### config.mk
export PLATFORM = sky130hd
export DESIGN_NAME = mips_multicycle_control
export DESIGN_NICKNAME = d
export VERILOG_FILES = /design/src/rtl/mips_ctrl_pkg.sv /design/src/rtl/mips_ctrl_outdec.sv /design/src/rtl/mips_multicycle_control.sv
export SDC_FILE = /design/constraint.sdc
export NUM_CORES = 1
export LEC_CHECK = 0
export CAP_MARGIN = 20
export CORE_UTILIZATION = 25
export DETAILED_ROUTE_END_ITERATION = 16
export PLACE_DENSITY = 0.58
export SLEW_MARGIN = 20
export SYNTH_ARGS = -nofsm -noshare
export SYNTH_HDL_FRONTEND = slang
export SYNTH_HIERARCHICAL = 1
export SYNTH_SLANG_ARGS = --single-unit
### constraint.sdc
create_clock -name clk -period 2.7 [get_ports clk]
set_input_delay 0.54 -clock clk [delete_from_list [all_inputs] [get_ports clk]]
set_output_delay 0.54 -clock clk [all_outputs]
set_load 0.1 [all_outputs]
### src/rtl/mips_ctrl_pkg.sv
`default_nettype none
// ============================================================================
//  Module      : mips_ctrl_pkg
//  Description : Shared state encodings, opcode/funct constants, ALU-op codes
//                and the control-vector type for the multicycle MIPS control.
//  Revision    : 1.0 - initial release
// ============================================================================
package mips_ctrl_pkg;

    localparam int ALUOP_WIDTH = 3;
    localparam int STATE_WIDTH = 4;

    // Every 4-bit encoding is assigned; IDLE must stay at zero.
    typedef enum logic [STATE_WIDTH-1:0] {
        S_IDLE     = 4'd0,
        S_FETCH    = 4'd1,
        S_DECODE   = 4'd2,
        S_MEMADR   = 4'd3,
        S_MEMRD    = 4'd4,
        S_MEMWB    = 4'd5,
        S_MEMWR    = 4'd6,
        S_RTYPE_EX = 4'd7,
        S_ALU_WB   = 4'd8,
        S_ADDI_EX  = 4'd9,
        S_ANDI_EX  = 4'd10,
        S_ORI_EX   = 4'd11,
        S_IMM_WB   = 4'd12,
        S_BRANCH   = 4'd13,
        S_JUMP     = 4'd14,
        S_JR       = 4'd15
    } state_t;

    localparam logic [5:0] OP_RTYPE = 6'b000000;
    localparam logic [5:0] OP_LW    = 6'b100011;
    localparam logic [5:0] OP_SW    = 6'b101011;
    localparam logic [5:0] OP_BEQ   = 6'b000100;
    localparam logic [5:0] OP_BNE   = 6'b000101;
    localparam logic [5:0] OP_ADDI  = 6'b001000;
    localparam logic [5:0] OP_ANDI  = 6'b001100;
    localparam logic [5:0] OP_ORI   = 6'b001101;
    localparam logic [5:0] OP_J     = 6'b000010;
    localparam logic [5:0] FUNCT_JR = 6'b001000;

    // Encoding consumed by the downstream ALU-control decoder.
    localparam logic [ALUOP_WIDTH-1:0] ALUOP_ADD   = 3'b000;
    localparam logic [ALUOP_WIDTH-1:0] ALUOP_SUB   = 3'b001;
    localparam logic [ALUOP_WIDTH-1:0] ALUOP_FUNCT = 3'b010;
    localparam logic [ALUOP_WIDTH-1:0] ALUOP_AND   = 3'b011;
    localparam logic [ALUOP_WIDTH-1:0] ALUOP_OR    = 3'b100;

    typedef struct packed {
        logic                   mem_req;
        logic                   iord;
        logic                   mem_write;
        logic                   ir_write;
        logic                   pc_write;
        logic                   pc_write_cond;
        logic                   branch_ne;
        logic [1:0]             pc_src;
        logic                   alu_src_a;
        logic [1:0]             alu_src_b;
        logic                   alu_imm_zext;
        logic [ALUOP_WIDTH-1:0] alu_op;
        logic                   reg_dst;
        logic                   mem_to_reg;
        logic                   reg_write;
    } ctrl_t;

endpackage
`default_nettype wire

### src/rtl/mips_ctrl_outdec.sv
`default_nettype none
// ============================================================================
//  Module      : mips_ctrl_outdec
//  Description : Combinational state -> datapath control vector decode.
//                Only ir_write/pc_write in FETCH depend on mem_ready, and
//                branch_ne follows the opcode while in BRANCH.
//  Revision    : 1.0 - initial release
// ============================================================================
module mips_ctrl_outdec
    import mips_ctrl_pkg::*;
(
    input  state_t      i_state,
    input  logic [5:0]  i_opcode,
    input  logic        i_mem_ready,
    output ctrl_t       o_ctrl
);

    // Default-to-zero decode so IDLE and any non-listed output stay low.
    always_comb begin
        o_ctrl = '0;
        case (i_state)
            S_FETCH: begin
                o_ctrl.mem_req   = 1'b1;
                o_ctrl.alu_src_b = 2'b01;
                o_ctrl.alu_op    = ALUOP_ADD;
                o_ctrl.ir_write  = i_mem_ready;
                o_ctrl.pc_write  = i_mem_ready;
            end
            S_DECODE: begin
                o_ctrl.alu_src_b = 2'b11;
                o_ctrl.alu_op    = ALUOP_ADD;
            end
            S_MEMADR: begin
                o_ctrl.alu_src_a = 1'b1;
                o_ctrl.alu_src_b = 2'b10;
                o_ctrl.alu_op    = ALUOP_ADD;
            end
            S_MEMRD: begin
                o_ctrl.mem_req = 1'b1;
                o_ctrl.iord    = 1'b1;
            end
            S_MEMWB: begin
                o_ctrl.reg_write  = 1'b1;
                o_ctrl.mem_to_reg = 1'b1;
            end
            S_MEMWR: begin
                o_ctrl.mem_req   = 1'b1;
                o_ctrl.mem_write = 1'b1;
                o_ctrl.iord      = 1'b1;
            end
            S_RTYPE_EX: begin
                o_ctrl.alu_src_a = 1'b1;
                o_ctrl.alu_op    = ALUOP_FUNCT;
            end
            S_ADDI_EX: begin
                o_ctrl.alu_src_a = 1'b1;
                o_ctrl.alu_src_b = 2'b10;
                o_ctrl.alu_op    = ALUOP_ADD;
            end
            S_ANDI_EX: begin
                o_ctrl.alu_src_a    = 1'b1;
                o_ctrl.alu_src_b    = 2'b10;
                o_ctrl.alu_op       = ALUOP_AND;
                o_ctrl.alu_imm_zext = 1'b1;
            end
            S_ORI_EX: begin
                o_ctrl.alu_src_a    = 1'b1;
                o_ctrl.alu_src_b    = 2'b10;
                o_ctrl.alu_op       = ALUOP_OR;
                o_ctrl.alu_imm_zext = 1'b1;
            end
            S_ALU_WB: begin
                o_ctrl.reg_write = 1'b1;
                o_ctrl.reg_dst   = 1'b1;
            end
            S_IMM_WB: begin
                o_ctrl.reg_write = 1'b1;
            end
            S_BRANCH: begin
                o_ctrl.alu_src_a     = 1'b1;
                o_ctrl.alu_op        = ALUOP_SUB;
                o_ctrl.pc_src        = 2'b01;
                o_ctrl.pc_write_cond = 1'b1;
                o_ctrl.branch_ne     = (i_opcode == OP_BNE);
            end
            S_JUMP: begin
                o_ctrl.pc_write = 1'b1;
                o_ctrl.pc_src   = 2'b10;
            end
            S_JR: begin
                o_ctrl.pc_write = 1'b1;
                o_ctrl.pc_src   = 2'b11;
            end
            default: o_ctrl = '0;
        endcase
    end

endmodule
`default_nettype wire

### src/rtl/mips_multicycle_control.sv
`default_nettype none
// ============================================================================
//  Module      : mips_multicycle_control
//  Description : Main control FSM of the multicycle MIPS datapath. Holds the
//                state register and next-state logic; output decode lives in
//                mips_ctrl_outdec. illegal_op is registered and pulses in the
//                FETCH cycle that follows a DECODE of an unsupported opcode.
//  Revision    : 1.0 - initial release
// ============================================================================
module mips_multicycle_control
    import mips_ctrl_pkg::*;
#(
    parameter int ALUOP_W = 3,
    parameter int STATE_W = 4
) (
    input  logic               clk,
    input  logic               rst_n,
    input  logic [5:0]         opcode,
    input  logic [5:0]         funct,
    input  logic               mem_ready,
    output logic               mem_req,
    output logic               iord,
    output logic               mem_write,
    output logic               ir_write,
    output logic               pc_write,
    output logic               pc_write_cond,
    output logic               branch_ne,
    output logic [1:0]         pc_src,
    output logic               alu_src_a,
    output logic [1:0]         alu_src_b,
    output logic               alu_imm_zext,
    output logic [ALUOP_W-1:0] alu_op,
    output logic               reg_dst,
    output logic               mem_to_reg,
    output logic               reg_write,
    output logic               illegal_op,
    output logic [STATE_W-1:0] dbg_state
);

    state_t r_state;
    state_t w_next;
    logic   w_illegal;
    logic   r_illegal;
    ctrl_t  w_ctrl;

    // Next-state selection; opcode/funct are only meaningful in DECODE,
    // MEMADR and BRANCH, where the instruction register is stable.
    always_comb begin
        w_next    = S_FETCH;
        w_illegal = 1'b0;
        case (r_state)
            S_IDLE:     w_next = S_FETCH;
            S_FETCH:    w_next = mem_ready ? S_DECODE : S_FETCH;
            S_DECODE: begin
                case (opcode)
                    OP_LW, OP_SW: w_next = S_MEMADR;
                    OP_RTYPE:     w_next = (funct == FUNCT_JR) ? S_JR : S_RTYPE_EX;
                    OP_BEQ, OP_BNE: w_next = S_BRANCH;
                    OP_ADDI:      w_next = S_ADDI_EX;
                    OP_ANDI:      w_next = S_ANDI_EX;
                    OP_ORI:       w_next = S_ORI_EX;
                    OP_J:         w_next = S_JUMP;
                    default: begin
                        w_next    = S_FETCH;
                        w_illegal = 1'b1;
                    end
                endcase
            end
            S_MEMADR:   w_next = (opcode == OP_SW) ? S_MEMWR : S_MEMRD;
            S_MEMRD:    w_next = mem_ready ? S_MEMWB : S_MEMRD;
            S_MEMWR:    w_next = mem_ready ? S_FETCH : S_MEMWR;
            S_RTYPE_EX: w_next = S_ALU_WB;
            S_ADDI_EX,
            S_ANDI_EX,
            S_ORI_EX:   w_next = S_IMM_WB;
            default:    w_next = S_FETCH;
        endcase
    end

    // State register and illegal-opcode pulse; reset abandons any access.
    always_ff @(posedge clk or negedge rst_n) begin
        if (!rst_n) begin
            r_state   <= S_IDLE;
            r_illegal <= 1'b0;
        end else begin
            r_state   <= w_next;
            r_illegal <= w_illegal;
        end
    end

    mips_ctrl_outdec u_outdec (
        .i_state     (r_state),
        .i_opcode    (opcode),
        .i_mem_ready (mem_ready),
        .o_ctrl      (w_ctrl)
    );

    assign mem_req       = w_ctrl.mem_req;
    assign iord          = w_ctrl.iord;
    assign mem_write     = w_ctrl.mem_write;
    assign ir_write      = w_ctrl.ir_write;
    assign pc_write      = w_ctrl.pc_write;
    assign pc_write_cond = w_ctrl.pc_write_cond;
    assign branch_ne     = w_ctrl.branch_ne;
    assign pc_src        = w_ctrl.pc_src;
    assign alu_src_a     = w_ctrl.alu_src_a;
    assign alu_src_b     = w_ctrl.alu_src_b;
    assign alu_imm_zext  = w_ctrl.alu_imm_zext;
    assign alu_op        = w_ctrl.alu_op;
    assign reg_dst       = w_ctrl.reg_dst;
    assign mem_to_reg    = w_ctrl.mem_to_reg;
    assign reg_write     = w_ctrl.reg_write;
    assign illegal_op    = r_illegal;
    assign dbg_state     = r_state;

endmodule
`default_nettype wire

==> results.txt <==
Status -> complete, no violations
Die ar. -> 0.00308 mm2
Syn Area/Cell -> 7.85 um2
Nets@finish -> 143
Share of cells above drive strength 1 -> 42.5%
Worst Path Buf+Inv -> 2
Hold_buf cts -> 0
Post-synth EDFFs -> 0
Cells after Synth -> 91
Final setup margin -> 376 ps
Startpoint types -> input port
Worst Setup Path Type -> input port to primary output
Main synth FF type -> dfrtp_1
IO buf count -> 38
IO Count -> 39
Clock Tree Root -> clkbuf_4
Initial antenna violation count -> 0
Clk_skew -> 2.63 ps
Placed insts -> 154
Unrepaired setup endpoints after global routing -> no
Filler cell count -> 257
Largest fanout on the critical path -> 8
Distinct cell type count after synthesis -> 44
Critical Path End -> branch_ne
R2R cell count -> 4
Num CTS Buffers -> 3
Setup-failing EPs final -> 0
Area delta synth->final -> 77.2%
Crit path from -> opcode[3]
Worst-Skew Late Latency -> 240 ps
Critical path's top delay family -> buffers and inverters
RePlAce Congestion -> 0.794
Pin count of the biggest net entering global routing -> 27
Final setup TNS -> 0 ps
Std-Cell Rows -> 19
Hold Violations, Final -> 0
Post-synth net total -> 106
DRT iter0 DRCs -> 16
CP endpoint kind -> primary output
Synth Register Bits -> 5
Final WL -> 2.01 mm
CTS tree -> yes
Period Utilization, post-route -> 86.1%
H-tree levels -> 1
Min-Delay Path Class -> input port to asynchronous set/reset pin
Final HPWL DP -> 1.45 mm
GRT overflow -> 0
Antenna cells -> 0
Sequential Area -> 140 um2
Critical R2R Launch -> dbg_state[0]$_DFF_PN0_
R2r endpoint -> dbg_state[2]$_DFF_PN0_
Worst-case clock buffer depth -> 2
Crit path DAT -> 1780 ps
First-pass GRT wire length -> 3.30 mm
Clock sink total -> 5
Worst Tran Pin Value -> 427 ps
Cell taking the most area after synthesis -> dfrtp_1
DR vias -> 839
Crit path max-delay cell type -> clkdlybuf4s50_1
Slew Viols, Final -> 0
Post-CTS Setup Inserts -> 0
Reg2Reg Setup Slack -> 1070 ps
Vias in the first global route -> 753
Core area -> 0.00273 mm2
Multi-input gate area in the final layout -> 613 um2
Die outline width -> 55.5 um
Post-synth ARST share -> 100%
Worst endpoint required time -> 2160 ps
Sequential share of the synthesized area -> 17.5%
Share of the synthesized area in the top cell type -> 17.5%
Number of routed nets with antenna violations -> 0
DR vias/cell -> 5.31
Worst path max stage delay -> 520 ps
DRC violations left -> 0
# resized after CTS -> 0
Post-route insts no fill -> 158
Top post-synthesis cells by area -> dfrtp_1, a21oi_1, nand2b_1, nor2_1, o31ai_2
Levels on crit path -> 4
Pre-CTS setup slack -> 374 ps
Initial core utilization -> 26.1%
Syn Std Cell Area -> 714 um2
Hold slack -> 512 ps
Fmax -> 430 MHz
TritonRoute pass-1 iters -> 4
Final Critical Period -> 2320 ps
Die Ht -> 55.5 um
Total Routing Usage GR -> 13.4%
WL/cell -> 12.7 um
MaxCap Viol Count -> 0
Relative slew slack -> 71.3%
Ys Warns -> 6
Cells along the critical path -> clkdlybuf4s50_1, nand4bb_1, nor4_4, buf_12
Clock transition at path regs -> 40 ps
## state kept, by name, summed over array words and instances, names as in the netlist
signal	count
dbg_state	4
illegal_op	1
## logic make-up (layout without fill, tap and decap cells)
family | count (synthesis) | count (layout) | synth area share, %
xor+xnor | 1 | 1 | 1.23
simple gates | 44 | 44 | 43.8
flops | 5 | 5 | 17.5
compound gates | 31 | 31 | 30.1
buf+inv | 10 | 46 | 7.35
## worst min path at each step
| stage | to | slack, ps |
|---|---|---|
| floorplan | illegal_op$_DFF_PN0_ | 240 |
| global placement | illegal_op$_DFF_PN0_ | 760 |
| detailed placement | illegal_op$_DFF_PN0_ | 770 |
| CTS | dbg_state[3]$_DFF_PN0_ | 510 |
| global route | dbg_state[3]$_DFF_PN0_ | 520 |
| finish | dbg_state[3]$_DFF_PN0_ | 510 |
## Yosys cell counts (3+ instances only)
| master | count |
|---|---|
| nand2_1 | 4 |
| nand2b_1 | 5 |
| inv_1 | 4 |
| dfrtp_1 | 5 |
| a21oi_1 | 12 |
| nor2_1 | 7 |
| o31ai_1 | 3 |
| nor3_1 | 4 |
| buf_4 | 3 |
## routing by layer
layer | share of wire (%) | GRT usage, %
met1 | 44 | 15.2
met2 | 50 | 24.6
met3 | 5.7 | 2.58
met4 | 0.40 | 5.36
met5 | 0 | 0
## final cells by class
cell class | count | share of cell area (%)
well taps | 31 | 3.06
flip-flops and latches | 5 | 11.1
multi-input cells | 76 | 48.4
inverters | 4 | 1.19
repair buffers | 38 | 34.2
clock buffers | 4 | 2.08
## cells in the final DEF, fill, tap and decap left out, types with 4 or more instances in the layout
cell type,synthesis,routed
clkdlybuf4s50_1,0,14
nor2_2,0,4
dfrtp_4,0,4
nand2b_1,5,5
inv_1,4,4
a21oi_1,12,10
buf_4,3,15
buf_12,0,9
nand2_1,4,4
## stage by stage
step	cell area, um2	util (%)
final	1270	46.3
after global routing	1270	46.3
after CTS	1270	46.3
after detailed placement	1240	45.4
after global placement	1240	45.4
after floorplan	818	-
Power is left out: the tool's default activity adds up to more than one toggle a clock period on the data nets, which glitch-free logic cannot reach.
